--- src/rtl/next_pc_pkg.sv ---
// Shared definitions for the next-PC unit and the control unit that sequences it.
// Phase numbering constants live here so both sides agree on when results are captured.
package next_pc_pkg;

  typedef enum logic [1:0] {
    MODE_SEQ    = 2'b00,
    MODE_BRANCH = 2'b01,
    MODE_JAL    = 2'b10,
    MODE_JALR   = 2'b11
  } mode_t;

  localparam int DEFAULT_XLEN       = 32;
  localparam int DEFAULT_NUM_PHASES = 10;
  localparam int DEFAULT_CALC_PHASE = 4;

endpackage

--- src/rtl/next_pc_unit_if.sv ---
// Bundle between the datapath/control and the next-PC unit.
// master drives operands and stall; slave is the next-PC unit itself.
interface next_pc_unit_if
  import next_pc_pkg::*;
#(
  parameter int XLEN       = DEFAULT_XLEN,
  parameter int NUM_PHASES = DEFAULT_NUM_PHASES
);
  localparam int PW = $clog2(NUM_PHASES);

  logic            enable;
  logic [XLEN-1:0] pc_in;
  logic [XLEN-1:0] rs1_in;
  logic [XLEN-1:0] imm_in;
  mode_t           mode_in;
  logic            taken_in;
  logic [PW-1:0]   phase_out;
  logic [XLEN-1:0] target_out;
  logic [XLEN-1:0] link_out;
  logic [XLEN-1:0] next_pc_out;
  logic            valid_out;
  logic            misaligned_out;

  modport master (
    output enable, pc_in, rs1_in, imm_in, mode_in, taken_in,
    input  phase_out, target_out, link_out, next_pc_out, valid_out, misaligned_out
  );

  modport slave (
    input  enable, pc_in, rs1_in, imm_in, mode_in, taken_in,
    output phase_out, target_out, link_out, next_pc_out, valid_out, misaligned_out
  );
endinterface

--- src/rtl/next_pc_unit_phase_counter.sv ---
// Per-instruction phase counter, modulo NUM_PHASES, with a compare strobe for one phase.
// Latency: phase advances one edge after enable; at_phase is combinational from phase.
// Backpressure: enable=0 freezes the count.
module phase_counter #(
  parameter int NUM_PHASES = 10,
  parameter int AT_PHASE   = 0,
  parameter int PW         = $clog2(NUM_PHASES)
) (
  input  logic          clock,
  input  logic          reset,
  input  logic          enable,
  output logic [PW-1:0] phase,
  output logic          at_phase
);

  always_ff @(posedge clock or posedge reset) begin
    if (reset) begin
      phase <= '0;
    end else if (enable) begin
      phase <= (phase == PW'(NUM_PHASES - 1)) ? '0 : phase + PW'(1);
    end
  end

  assign at_phase = (phase == PW'(AT_PHASE));

endmodule

--- src/rtl/next_pc_unit.sv ---
// Branch/jump target, link address and next-PC select, captured once per instruction.
// Latency: 1 clock from the capture edge to registered results and the valid pulse.
// Backpressure: enable=0 stalls the phase and defers capture until the next enabled edge.
module next_pc_unit
  import next_pc_pkg::*;
#(
  parameter int XLEN       = DEFAULT_XLEN,
  parameter int NUM_PHASES = DEFAULT_NUM_PHASES,
  parameter int CALC_PHASE = DEFAULT_CALC_PHASE,
  parameter int WORD_ADDR  = 1,
  parameter int PC_STEP    = 1
) (
  input  logic           clock,
  input  logic           reset,
  next_pc_unit_if.slave  bus
);

  localparam int PW = $clog2(NUM_PHASES);
  localparam bit BYTE_ADDR = (WORD_ADDR == 0);

  if (CALC_PHASE >= NUM_PHASES) begin : g_bad_calc_phase
    $error("next_pc_unit: CALC_PHASE must be less than NUM_PHASES");
  end

  logic [PW-1:0]   phase;
  logic            at_calc;
  logic            capture;
  logic [XLEN-1:0] imm_s;
  logic [XLEN-1:0] base;
  logic [XLEN-1:0] target_c;
  logic [XLEN-1:0] link_c;
  logic [XLEN-1:0] next_c;
  logic            misaligned_c;
  logic [XLEN-1:0] target_q;
  logic [XLEN-1:0] link_q;
  logic [XLEN-1:0] next_q;
  logic            valid_q;
  logic            misaligned_q;

  phase_counter #(
    .NUM_PHASES (NUM_PHASES),
    .AT_PHASE   (CALC_PHASE),
    .PW         (PW)
  ) u_phase (
    .clock    (clock),
    .reset    (reset),
    .enable   (bus.enable),
    .phase    (phase),
    .at_phase (at_calc)
  );

  assign capture = bus.enable & at_calc;

  // Word-addressed PCs take byte offsets; the arithmetic shift keeps negative offsets exact.
  always_comb begin
    imm_s    = BYTE_ADDR ? bus.imm_in : XLEN'($signed(bus.imm_in) >>> 2);
    base     = (bus.mode_in == MODE_JALR) ? bus.rs1_in : bus.pc_in;
    target_c = base + imm_s;
    if (BYTE_ADDR && (bus.mode_in == MODE_JALR)) begin
      target_c[0] = 1'b0;
    end
    link_c = bus.pc_in + XLEN'(PC_STEP);
    case (bus.mode_in)
      MODE_SEQ:    next_c = link_c;
      MODE_BRANCH: next_c = bus.taken_in ? target_c : link_c;
      default:     next_c = target_c;
    endcase
    misaligned_c = BYTE_ADDR && (next_c[1:0] != 2'b00);
  end

  always_ff @(posedge clock or posedge reset) begin
    if (reset) begin
      target_q     <= '0;
      link_q       <= '0;
      next_q       <= '0;
      valid_q      <= 1'b0;
      misaligned_q <= 1'b0;
    end else begin
      valid_q <= capture;
      if (capture) begin
        target_q     <= target_c;
        link_q       <= link_c;
        next_q       <= next_c;
        misaligned_q <= misaligned_c;
      end
    end
  end

  assign bus.phase_out      = phase;
  assign bus.target_out     = target_q;
  assign bus.link_out       = link_q;
  assign bus.next_pc_out    = next_q;
  assign bus.valid_out      = valid_q;
  assign bus.misaligned_out = misaligned_q;

endmodule

--- src/flat_wrapper.sv ---
// flat-port wrapper written by rule: the top's interface ports become plain ports
module next_pc_unit_flat import next_pc_pkg::*;
#(
  parameter int XLEN       = DEFAULT_XLEN,
  parameter int NUM_PHASES = DEFAULT_NUM_PHASES,
  parameter int CALC_PHASE = DEFAULT_CALC_PHASE,
  parameter int WORD_ADDR  = 1,
  parameter int PC_STEP    = 1
)
  (clock, reset, bus_enable, bus_pc_in, bus_rs1_in, bus_imm_in, bus_mode_in, bus_taken_in, bus_phase_out, bus_target_out, bus_link_out, bus_next_pc_out, bus_valid_out, bus_misaligned_out);
  next_pc_unit_if #(.XLEN(XLEN), .NUM_PHASES(NUM_PHASES)) bus_i ();
  input  logic clock;
  input  logic reset;
  input wire logic [$bits(bus_i.enable)-1:0] bus_enable;
  input wire logic [$bits(bus_i.pc_in)-1:0] bus_pc_in;
  input wire logic [$bits(bus_i.rs1_in)-1:0] bus_rs1_in;
  input wire logic [$bits(bus_i.imm_in)-1:0] bus_imm_in;
  input wire logic [$bits(bus_i.mode_in)-1:0] bus_mode_in;
  input wire logic [$bits(bus_i.taken_in)-1:0] bus_taken_in;
  output wire logic [$bits(bus_i.phase_out)-1:0] bus_phase_out;
  output wire logic [$bits(bus_i.target_out)-1:0] bus_target_out;
  output wire logic [$bits(bus_i.link_out)-1:0] bus_link_out;
  output wire logic [$bits(bus_i.next_pc_out)-1:0] bus_next_pc_out;
  output wire logic [$bits(bus_i.valid_out)-1:0] bus_valid_out;
  output wire logic [$bits(bus_i.misaligned_out)-1:0] bus_misaligned_out;
  assign bus_i.enable = bus_enable;
  assign bus_i.pc_in = bus_pc_in;
  assign bus_i.rs1_in = bus_rs1_in;
  assign bus_i.imm_in = bus_imm_in;
  assign bus_i.mode_in = bus_mode_in;
  assign bus_i.taken_in = bus_taken_in;
  assign bus_phase_out = bus_i.phase_out;
  assign bus_target_out = bus_i.target_out;
  assign bus_link_out = bus_i.link_out;
  assign bus_next_pc_out = bus_i.next_pc_out;
  assign bus_valid_out = bus_i.valid_out;
  assign bus_misaligned_out = bus_i.misaligned_out;
  next_pc_unit #(.XLEN(XLEN), .NUM_PHASES(NUM_PHASES), .CALC_PHASE(CALC_PHASE), .WORD_ADDR(WORD_ADDR), .PC_STEP(PC_STEP)) u_core (.clock(clock), .reset(reset), .bus(bus_i));
endmodule
--- config.mk ---
export PLATFORM = sky130hd
export DESIGN_NAME = next_pc_unit_flat
export DESIGN_NICKNAME = d
export VERILOG_FILES = /design/src/rtl/next_pc_pkg.sv /design/src/rtl/next_pc_unit_if.sv /design/src/rtl/next_pc_unit_phase_counter.sv /design/src/rtl/next_pc_unit.sv /design/src/flat_wrapper.sv
export SDC_FILE = /design/constraint.sdc
export NUM_CORES = 1
export LEC_CHECK = 0
export BUFFER_PORTS_ARGS = -buffer_cell sky130_fd_sc_hd__buf_2
export CORE_UTILIZATION = 55
export DETAILED_ROUTE_END_ITERATION = 7
export PLACE_DENSITY = 0.95
export SLEW_MARGIN = 40
export SYNTH_ARGS = -nofsm -noshare
export SYNTH_HDL_FRONTEND = slang
export SYNTH_SLANG_ARGS = --single-unit
--- constraint.sdc ---
create_clock -name clock -period 8.8 [get_ports clock]
set_clock_uncertainty 0.15 [all_clocks]
set_input_delay 0 -clock clock [delete_from_list [all_inputs] [get_ports clock]]
set_output_delay 0 -clock clock [all_outputs]
set_load 0.02 [all_outputs]
---- Yosys cells after proc, flatten, opt, wreduce, memory -nomap -nowiden ----
Cells that the tools add are included.
word-level totals
  register bits after elaboration ......... 101
  input port bits ......................... 102
  logic and storage cells ................. 18
  output and inout port bits .............. 102
operators by class
  add/sub/neg operators ................... 3
  mux-type cells .......................... 4
  bitwise operators ....................... 1
  reduce and logical (&&, ||, !) cells .... 1
  eq/ne operators ......................... 4
operators with widths
  operator                 count
  $mux W32                 2
  $pmux W32 S2             1
  $add A32 B1 Y32 const B  1
  $add A32 B32 Y32         1
  $add A4 B1 Y4 const B    1
  $eq A4 B3 Y1 const B     1
  $eq A4 B4 Y1 const B     1
  $mux W4                  1
  $eq A2 B1 Y1 const B     1
  $eq A2 B2 Y1 const B     1
  $logic_not A2 Y1         1
  $and A1 B1 Y1            1

---- Logic depth before layout (Yosys ltp) ----
Gate-level depths: netlist (run 1).
  depth in word-level cells ............... 5
  gate-level depth with buffers ........... 15
  gate-level depth less buffers ........... 14

---- Hierarchy ----
A second synthesis (run 1) with hierarchy kept.
unflattened totals
  cell total of the unflattened synthesis .. 789
  area, all modules ....................... 6676.4 µm²
by module, submodules not included
  module         area an instance (µm²)  seq. area each (µm²)  cells each  instances
  next_pc_unit   6488.7                  2427.3                771         1
  phase_counter  187.7                   100.1                 18          1

---- Worst setup path after synthesis (run 1) ----
Ideal clock, no wire load.
  path type ............................... input -> register
  start ................................... input port bus_mode_in[1]
  end ..................................... register u_core.next_q[24], in the netlist u_core.bus.next_pc_out[24]
  required time ........................... 8.517 ns
  stages .................................. 13
  buffers on the path ..................... 2
  setup time .............................. 0.133 ns
  arrival ................................. 3.286 ns
  path slack .............................. 5.232 ns
  cell sequence ........................... nand2_1 > buf_1 > mux2_2 > ha_1 > buf_6 > a211o_1 > a311o_1 > and3_1 > a311o_1 > a221o_1 > a31oi_4 > mux2i_1 > o211ai_1
between the ends
  cells in the longest elaborated chain, start to end .. 5
  elaborated cells between the ends (all ways) .. 7
  classes of those cells .................. add/sub (1); eq/ne (2); mux (3); reduce/logical (1)
ends and longest elaborated chain
  item                    line                text
  start: declaration      flat_wrapper.sv:18  input wire logic [$bits(bus_i.mode_in)-1:0] bus_mode_in;
  $eq A2 B2 Y1            next_pc_unit.sv:57  base = (bus.mode_in == MODE_JALR) ? bus.rs1_in : bus.pc_in;
  $mux W32                next_pc_unit.sv:57
  $add A32 B32 Y32        next_pc_unit.sv:58  target_c = base + imm_s;
  $mux W32                next_pc_unit.sv:65  MODE_BRANCH: next_c = bus.taken_in ? target_c : link_c;
  $pmux W32 S2 *          next_pc_unit.sv:63  case (bus.mode_in)
  end signal: assignment  next_pc_unit.sv:83  next_q <= next_c;
  end: declaration        next_pc_unit.sv:36  logic [XLEN-1:0] next_q;
Every way passes the cells marked *; elsewhere a longest branch is shown, timed or not.
A chain may end at the register's enable or synchronous reset.

---- Worst setup path in the final report (run 1) ----
  start ................................... input port bus_mode_in[1]
  end ..................................... register u_core.next_q[25], in the netlist u_core.bus.next_pc_out[25]
Same word-level chain as after synthesis.

==> results of run 1 <==
-- metal layers --
metal	vias up	wire length, um
met2	443	10570
li1	3144	-
met1	3212	8104
met5	-	0
met4	0	1065
met3	105	1553
-- logic make-up (layout without fill, tap and decap cells) --
group,after synthesis,after routing,share of synthesized area
AO/OA/AOI/OAI,193,193,0.1808
XOR/XNOR,63,63,0.08330
adder cells (fa/ha/maj),34,34,0.06536
buffers and inverters,59,289,0.03514
flip-flops,101,101,0.3816
multiplexers,43,43,0.07178
other,1,1,0.0005661
AND/OR/NAND/NOR,272,272,0.1815
-- Yosys cell counts (2+ instances only) --
library cell  instances
a41oi_1               2
a311o_1               2
or2_1                 2
nand2_1             147
or3_1                 3
nand2b_1              3
o21bai_1              5
a31oi_1              10
and4_1                3
o21ai_1               7
mux2_2               36
nor3_1                8
and2_1                4
nand3_1              22
nand4_1              13
o21ai_0              75
nor2b_1               4
o211ai_1              3
a211o_1               3
dfrtp_1             101
a21o_1               10
a21oi_1              41
clkbuf_1             30
nor4_1                3
xor2_1               33
mux2i_1               7
a221o_1               3
nand4b_1              2
inv_1                20
o21a_1                6
nor2_1               43
a22o_1                6
xnor2_1              30
and3_1               14
ha_1                 33
o221ai_1              2
a211oi_1              2
buf_1                 7
-- worst paths after layout --
kind	from	to	slack [ps]	cells past startpoint
setup / recovery	bus_mode_in[1]	u_core.bus.next_pc_out[25]$_DFFE_PP0P_	5020	13
hold / removal	reset	u_core.u_phase.phase[0]$_DFFE_PP0P_	-0.6	3
setup reg to reg	u_core.u_phase.phase[1]$_DFFE_PP0P_	u_core.bus.next_pc_out[25]$_DFFE_PP0P_	5950	6
hold reg to reg	u_core.bus.target_out[14]$_DFFE_PP0P_	u_core.bus.target_out[14]$_DFFE_PP0P_	320	2
max in group asynchronous	reset	u_core.bus.link_out[30]$_DFFE_PP0P_	7500	4
min in group clock	bus_imm_in[3]	u_core.bus.target_out[1]$_DFFE_PP0P_	30	4
-- flip-flops by register name, summed over array words and instances (netlist names) --
| name | cells |
|---|---|
| u_core.bus.target_out | 32 |
| u_core.u_phase.phase | 4 |
| u_core.bus.link_out | 32 |
| u_core.bus.valid_out | 1 |
| u_core.bus.next_pc_out | 32 |
-- power groups by stage --
| stage | Combinational (W) | Sequential [W] | Clock (W) |
|---|---|---|---|
| finish | 0.00106 | 0.000791 | 0.000425 |
| global route | 0.00115 | 0.000810 | 0.000445 |
| CTS | 0.00104 | 0.000784 | 0.000424 |
| detailed placement | 0.00102 | 0.000790 | 0 |
| global placement | 0.000984 | 0.000781 | 0 |
| floorplan | 0.000412 | 0.00103 | 0 |
-- stage by stage --
stage | utilization | hold slack, ps | cell area [um2] | power (W)
3_3_place_gp | 0.6667 | -167.2 | 7710 | 0.001766
5_1_grt | 0.7339 | 46.04 | 8487 | 0.002402
4_1_cts | 0.7335 | 6.650 | 8483 | 0.002253
2_1_floorplan | - | -62.87 | 6624 | 0.001446
3_5_place_dp | 0.6670 | -159.7 | 7714 | 0.001812
6_report | 0.7339 | -0.6424 | 8487 | 0.002280
-- critical path, cell delays in order --
cell and delay, ps:
buf_2 120, nand2_1 60, buf_4 430, mux2_2 400, ha_1 370, a21o_1 240, o21bai_1 160, a211oi_1 510
nand4b_1 160, a31oi_1 500, o21ai_0 210, mux2_2 320, a221o_1 360
-- layout make-up --
cell class,instances,area (um2)
multi-input combinational,606,3872
fill,805,3078
sequential,101,2527
timing repair buffer,253,1521
clock buffer,10,239.0
tap,143,178.9
inverter,20,77.57
clock inverter,6,70.07
==> flow_summary.json, run 1 <==
{
  "cp.required_ps": 8880,
  "initial_utilization": 0.5728,
  "ys_async_sr_fraction": 1.000,
  "violations": "design-rule violations, negative hold slack",
  "switching_share": 0.4407,
  "place_worst_setup_slack_ps": 4785,
  "finalCritPeriodShare": 0.4296,
  "ios": 204,
  "via_count": 6904,
  "stdcell_count": 1139,
  "postSynthAreaPerCell_um2": 8.647,
  "worstMarginPinSlew_ps": 706.3,
  "syn-instance-count": 766,
  "static-leakage-power_nw": 4.237,
  "grt-ovfl-total": 0,
  "numCtsBuffers": 9,
  "dieArea_um2": 12490,
  "die_x_um": 111.7,
  "grt_pass1_wl_um": 34220,
  "use_met3": 0.05661,
  "track_usage": 0.3496,
  "drc": 16,
  "cts-htree-levels": 3,
  "yosys_warnings": 0,
  "critPathArrivalTime_ps": 3860,
  "setup_viol": 0,
  "internal_power_w": 0.001275,
  "drt-total-wl_um": 21300,
  "clkPwrFrac": 0.186,
  "syn_area_um2": 6624,
  "grtUsageMet1": 0.3993,
  "wl_per_cell_um": 18.70,
  "layout_common_cells": "200 x buf_2, 147 x nand2_1, 101 x dfrtp_1, 75 x o21ai_0, 46 x dlygate4sd3_1",
  "drive_gt1_frac": 0.2681,
  "coreArea_um2": 11560,
  "yosys.area.top_type_share": 0.3816,
  "drt_first_iter_violations": 666,
  "hpwl_um": 14370,
  "ant_nets": 0,
  "hold_path.class": "in2async",
  "antennaDiodeCount": 0,
  "first_pass_iters": 8,
  "timing_worst_setup_path_type": "in2reg",
  "peakVddDrop_v": 0.0001553,
  "seqPwrFrac": 0.347,
  "use_met2": 0.6033,
  "grt_pass1_vias": 7096,
  "synth_ff_type": "dfrtp_1",
  "seq_area_frac_synth": 0.3816,
  "postCtsHoldBufs": 46,
  "cp-end-kind": "flip-flop",
  "io_buffers": 200,
  "area_delta_synth_final_pct": 28.13,
  "fin_crit_ps": 3781,
  "place_congestion": 0.8942,
  "cts_resized": 0,
  "rsz0062_at_grt": "no",
  "drv_slew": 0,
  "maxCapViolCount": 0,
  "cts_tree": "done",
  "power_per_cell_area_nw_per_um2": 268.7,
  "layout_commonest_cell": "buf_2",
  "cts_setup_buffers": 0,
  "grt_max_degree": 105,
  "busiest_layer": "met2",
  "p_comb_frac": 0.467,
  "fin_nets": 1127,
  "synth_cell_types": 59,
  "path_max_fanout": 32,
  "start_kind": "primary input",
  "antenna_found_initial": 0,
  "status": "finished, violations left",
  "clk_pin_slew_ps": 70,
  "synth_seq_cells": 101,
  "cts_num_sinks": 101,
  "die_h_um": 111.7,
  "numPlacedInstances": 1077,
  "clkLatencyLatePin_ps": 360,
  "fin_ws_ps": 5019,
  "synth_fp_nets": 902,
  "cts_buffer_depth": 2,
  "synth.largest_area_cell": "dfrtp_1",
  "slew-limit-headroom": 0.5291,
  "synth_edf_count": 0,
  "rows": 39,
  "hold_viol_final": 1,
  "fmax_mhz": 264.5,
  "cts_root_buf": "clkbuf_16",
  "setup_tns_ps": 0,
  "p_sw_w": 0.001005,
  "via_per_inst": 6.061,
  "hold_slack_ps": -0.6424,
  "yosys-top-cells-area": "dfrtp_1 38%, nand2_1 8.3%, ha_1 6.2%"
}
(Power assumes the default switching activity.)
==> inputs of run 2 (changes only) <==
- CORE_UTILIZATION: 55 -> 47
- PLACE_DENSITY: 0.95 -> 0.87
- clock period: 8.8 -> 3.3 ns (I/O delays scaled with it)
==> run 2 against run 1 <==
The run now ends clean; first-iteration DRC count down 28%; worst setup slack lost 4900 ps; flip-flop and latch count unchanged; die area is 17% higher; largest power group unchanged; final cell count increased by 7.6%; via count is 1.4% lower; routed wire length is 0.40% lower; critical path type unchanged; power increased to 2.6 times the previous value; final area is 5.9% higher; sequential power increased to 2.7 times the previous value; critical path depth did not move.
==> flow_summary.json, run 2 (synthesis results as in run 1) <==
{
  "status": "complete, no violations",
  "track_usage": 0.2936,
  "coreArea_um2": 13830,
  "critPathArrivalTime_ps": 3270,
  "rsz0062_at_grt": "no",
  "ant_nets": 0,
  "cts_num_sinks": 101,
  "cts_buffer_depth": 2,
  "fin_ws_ps": 98.47,
  "grt_max_degree": 108,
  "switching_share": 0.4351,
  "drive_gt1_frac": 0.3177,
  "static-leakage-power_nw": 4.478,
  "layout_common_cells": "199 x buf_2, 146 x nand2_1, 101 x dfrtp_1, 73 x o21ai_0, 56 x buf_4",
  "clk_pin_slew_ps": 70,
  "drc": 0,
  "regArea_um2": 2527,
  "antenna_found_initial": 0,
  "first_pass_iters": 5,
  "numCtsBuffers": 9,
  "place_congestion": 0.9121,
  "final_cell_area_um2": 8991,
  "cts_root_buf": "clkbuf_16",
  "seqPwrFrac": 0.349,
  "fin_nets": 1178,
  "die_x_um": 120.7,
  "clkLatencyLatePin_ps": 350,
  "p_comb_frac": 0.483,
  "drv_slew": 0,
  "area_delta_synth_final_pct": 35.74,
  "rows": 43,
  "initial_utilization": 0.4791,
  "hold_path.class": "in2reg",
  "place_worst_setup_slack_ps": -150.6,
  "grt_pass1_wl_um": 33500,
  "critPathSlowestCell": "dlygate4sd3_1",
  "numPlacedInstances": 1165,
  "fillers": 1144,
  "timing_worst_setup_path_type": "in2reg",
  "start_kind": "primary input",
  "cts-htree-levels": 3,
  "wl_per_cell_um": 17.32,
  "fin_crit_ps": 3202,
  "fmax_mhz": 312.4,
  "hold_viol_final": 0,
  "finalCritPeriodShare": 0.9702,
  "cp.required_ps": 3370,
  "multi_input_area_um2": 3974,
  "grt_pass1_vias": 6709,
  "cp_slowest_stage_delay_ps": 560,
  "hold_slack_ps": 15.45,
  "peakVddDrop_v": 0.0003791,
  "worstMarginPinSlew_ps": 683.4,
  "via_count": 6806,
  "antennaDiodeCount": 0,
  "clkPwrFrac": 0.168,
  "layout_commonest_cell": "buf_2",
  "die_h_um": 120.7,
  "hpwl_um": 15180,
  "path_max_fanout": 4,
  "dpl_cell_area_um2": 8159,
  "stdcell_count": 1225,
  "power_per_cell_area_nw_per_um2": 670.5,
  "setup_viol": 0,
  "cp_cell_sequence": "dlygate4sd3_1 > buf_2 > mux2_2 > ha_4 > a21oi_2 > nand2b_4 > a31oi_1 > a211o_1 > a311o_1 > a221o_1 > a31oi_4 > mux2i_1 > o211ai_1",
  "total_power_w": 0.006028,
  "via_per_inst": 5.556,
  "grt-ovfl-total": 0,
  "maxCapViolCount": 0,
  "slew-limit-headroom": 0.5444,
  "drt_first_iter_violations": 478,
  "drt-total-wl_um": 21210,
  "cts_setup_buffers": 0,
  "internal_power_w": 0.003405,
  "io_buffers": 200,
  "p_sw_w": 0.002623,
  "ios": 204,
  "dieArea_um2": 14570,
  "cts_tree": "done",
  "cp-end-kind": "flip-flop"
}
run 2: changes by cell type in the layout (fill, tap and decap cells not counted), sizes merged:
cell	before	now
dlymetal6s4s	0	1
clkbuf	10	11
bufinv	1	0
inv	22	21
buf	207	257
clkinvlp	0	1
clkinv	3	1
run 2: worst max-delay path, delay by kind of cell:
| family | cells | cell delay (ps) |
|---|---|---|
| AO/OA/AOI/OAI | 7 | 1670 |
| adder cells (fa/ha/maj) | 1 | 220 |
| buffers and inverters | 2 | 720 |
| multiplexers | 2 | 490 |
| AND/OR/NAND/NOR | 1 | 160 |
run 2: repair_timing:
item,CTS,global route
setup endpoints to repair,0,17
hold buffers,47,0
endpoints found under the hold margin,112,0
resized for setup,0,20
run 2: power by group through the flow:
stage	combinational, W	sequential (W)	clock, W
2_1_floorplan	0.00110	0.00276	0
3_3_place_gp	0.00276	0.00209	0
3_5_place_dp	0.00282	0.00210	0
4_1_cts	0.00287	0.00209	0.00102
5_1_grt	0.00317	0.00216	0.00107
6_report	0.00291	0.00210	0.00101
run 2: path summary, 6_finish.rpt:
path                       cells past startpoint  slack, ps                             startpoint                                endpoint
setup / recovery                              13        100                           bus_pc_in[4]  u_core.bus.next_pc_out[24]$_DFFE_PP0P_
hold / removal                                 5         20                         bus_imm_in[14]   u_core.bus.target_out[12]$_DFFE_PP0P_
setup reg to reg                               5       1180    u_core.u_phase.phase[1]$_DFFE_PP0P_  u_core.bus.next_pc_out[31]$_DFFE_PP0P_
hold reg to reg                                2        320  u_core.bus.target_out[11]$_DFFE_PP0P_   u_core.bus.target_out[11]$_DFFE_PP0P_
max in group asynchronous                      4       2170                                  reset     u_core.bus.link_out[27]$_DFFE_PP0P_
min in group asynchronous                      3        120                                  reset     u_core.bus.link_out[19]$_DFFE_PP0P_
run 2: final cells by class:
class,instances,area share
timing repair buffer,304,0.2136
sequential,101,0.2811
clock buffer,11,0.02700
multi-input combinational,606,0.4420
tap,180,0.02505
clock inverter,3,0.002366
inverter,20,0.008906
run 2: routing by layer:
metal / wire length (um) / GRT usage / vias to the layer above
met4: 732 / 0.1343 / 0
met1: 8732 / 0.3623 / 3210
met2: 10410 / 0.5047 / 309
li1: - / - / 3235
met5: 0 / 0 / -
met3: 1342 / 0.04434 / 52
run 2: metrics by stage:
step | utilization | setup TNS (ps)
finish | 0.6503 | 0
floorplan | - | 0
global route | 0.6503 | 0
CTS | 0.6432 | 0
global placement | 0.5897 | -241.6
detailed placement | 0.5901 | -742.5
==> inputs of run 3 (changes only) <==
- BUFFER_PORTS_ARGS: -buffer_cell sky130_fd_sc_hd__buf_2 -> -buffer_cell sky130_fd_sc_hd__buf_4
- GPL_ROUTABILITY_DRIVEN: unset -> 1
==> run 3 against run 2 <==
Final area is 6.4% higher; critical path depth shrank 2; die area unchanged; register-to-register slack worse by 650 ps; largest cell class unchanged; largest power group unchanged; highest routed layer unchanged.
==> flow_summary.json, run 3 (synthesis results as in run 1) <==
{
  "cp_cell_sequence": "dlygate4sd3_1 > buf_4 > and4_1 > nand4_1 > or3_1 > nor2_1 > buf_4 > nand4_1 > xor2_1 > dlygate4sd3_1 > o221ai_1",
  "layout_common_cells": "259 x buf_4, 146 x nand2_1, 101 x dfrtp_1, 73 x o21ai_0, 50 x dlygate4sd3_1",
  "critPathSlowestCell": "dlygate4sd3_1",
  "worstMarginPinSlew_ps": 564.7,
  "fin_util": 0.6919,
  "rows": 43,
  "fin_nets": 1184,
  "ios": 204,
  "whs_path_depth": 4,
  "finalCritPeriodShare": 0.9688,
  "drv_slew": 0,
  "antenna_found_initial": 0,
  "cp_slowest_stage_delay_ps": 650,
  "power_per_cell_area_nw_per_um2": 693.0,
  "track_usage": 0.3086,
  "cts_root_buf": "clkbuf_16",
  "drive_gt1_frac": 0.3143,
  "grt_pass1_wl_um": 34910,
  "slew-limit-headroom": 0.6235,
  "path_buf_inv": 4,
  "fin_ws_ps": 102.9,
  "io_buffers": 200,
  "initial_utilization": 0.4791,
  "antennaDiodeCount": 0,
  "setup_tns_ps": 0,
  "layout_commonest_cell": "buf_4",
  "r2r-start": "u_core.u_phase.phase[1]$_DFFE_PP0P_",
  "crit_family": "buffers and inverters",
  "start_kind": "primary input",
  "r2r-end": "u_core.bus.link_out[0]$_DFFE_PP0P_",
  "grt_max_degree": 63,
  "peakVddDrop_v": 0.0003741,
  "area_delta_synth_final_pct": 44.43,
  "via_count": 6980,
  "timing_worst_setup_path_type": "in2reg",
  "critPathArrivalTime_ps": 3270,
  "grt_pass1_vias": 6910,
  "r2r_cells": 6,
  "place_congestion": 0.9129,
  "hold_viol_final": 0,
  "hpwl_um": 15670,
  "clk_pin_slew_ps": 70,
  "fmax_mhz": 312.8,
  "ant_nets": 0,
  "setup_viol": 0,
  "maxCapViolCount": 0,
  "grt-ovfl-total": 0,
  "cp-end-kind": "flip-flop",
  "die_x_um": 120.7,
  "hold_path.class": "in2reg",
  "min_to": "u_core.bus.target_out[1]$_DFFE_PP0P_",
  "via_per_inst": 5.661,
  "status": "complete, no violations",
  "path_max_fanout": 6,
  "drc": 0,
  "numCtsBuffers": 9,
  "cts_buffer_depth": 2,
  "cp.required_ps": 3380,
  "hold_slack_ps": 23.49,
  "cts-htree-levels": 3,
  "clkLatencyLatePin_ps": 350,
  "wl_per_cell_um": 18.06,
  "drt_first_iter_violations": 547,
  "rsz0062_at_grt": "no",
  "drt-total-wl_um": 22270,
  "min-delay-start": "bus_imm_in[3]",
  "r2r_setup_slack_ps": 530,
  "dieArea_um2": 14570,
  "cts_tree": "done",
  "coreArea_um2": 13830,
  "fin_crit_ps": 3197,
  "fillers": 1067,
  "die_h_um": 120.7,
  "static-leakage-power_nw": 4.653,
  "cts_num_sinks": 101,
  "first_pass_iters": 5,
  "place_worst_setup_slack_ps": -146.7
}
## run 3: changes by cell type in the layout (fill, tap and decap cells not counted), moves of 2 or more
cell / before / now
buf_4: 56 / 259
buf_2: 199 / 0
dlygate4sd3_1: 46 / 50
bufinv_16: 0 / 2
## run 3: how the worst max path moves through the flow
stage | start | endpoint | depth (start not counted)
global route | bus_pc_in[1] | u_core.bus.next_pc_out[24]$_DFFE_PP0P_ | 14
CTS | bus_pc_in[14] | u_core.bus.next_pc_out[24]$_DFFE_PP0P_ | 12
floorplan | bus_mode_in[1] | u_core.bus.next_pc_out[24]$_DFFE_PP0P_ | 13
detailed placement | bus_mode_in[1] | u_core.bus.next_pc_out[24]$_DFFE_PP0P_ | 13
global placement | bus_mode_in[1] | u_core.bus.next_pc_out[24]$_DFFE_PP0P_ | 13
finish | bus_pc_in[7] | u_core.bus.next_pc_out[27]$_DFFE_PP0P_ | 11
## run 3: metrics by stage
step / instance area, um2 / total power, W / std cells
6_report: 9567 / 0.006630 / 1233
5_1_grt: 9567 / 0.006997 / 1233
4_1_cts: 9488 / 0.006569 / 1232
3_5_place_dp: 8663 / 0.005307 / 1166
3_3_place_gp: 8662 / 0.005218 / 1166
2_1_floorplan: 6635 / 0.003857 / 766
## run 3: routing by layer
| layer | GRT usage | up-vias | routed length (um) |
|---|---|---|---|
| met4 | 0.1497 | 0 | 924 |
| met2 | 0.5323 | 305 | 11020 |
| met5 | 0 | - | 0 |
| met3 | 0.05708 | 67 | 1365 |
| li1 | - | 3262 | - |
| met1 | 0.3692 | 3346 | 8957 |
## run 3: layout make-up
type / count / area, um2 / area share
Clock inverter: 6 / 95.09 / 0.009940
Tap cell: 180 / 225.2 / 0.02354
Timing Repair Buffer: 310 / 2465 / 0.2577
Clock buffer: 10 / 229.0 / 0.02393
Sequential cell: 101 / 2527 / 0.2642
Multi-Input combinational cell: 606 / 3945 / 0.4124
Inverter: 20 / 80.08 / 0.008370
## run 3: worst register-to-register path, delay by kind of cell, from the launching register on
kind | cells | cell delay, ps
buffers and inverters | 2 | 1020
AO/OA/AOI/OAI | 1 | 90
flip-flops | 1 | 430
AND/OR/NAND/NOR | 3 | 950
## run 3: what timing repair did
| item | CTS | global route |
|---|---|---|
| hold endpoints to repair | 116 | 0 |
| setup buffers | 0 | 1 |
| resized for setup | 0 | 12 |
| hold buffers | 50 | 0 |
| endpoints found under the setup margin | 0 | 12 |
## run 3: report_power, final
group | switching [W] | internal, W | total (W) | leakage, nW
clock network | 0.000525 | 0.000674 | 0.00120 | 0.151
registers | 0.000351 | 0.00178 | 0.00214 | 1.27
logic | 0.00186 | 0.00144 | 0.00329 | 3.23
total | 0.00274 | 0.00389 | 0.00663 | 4.65
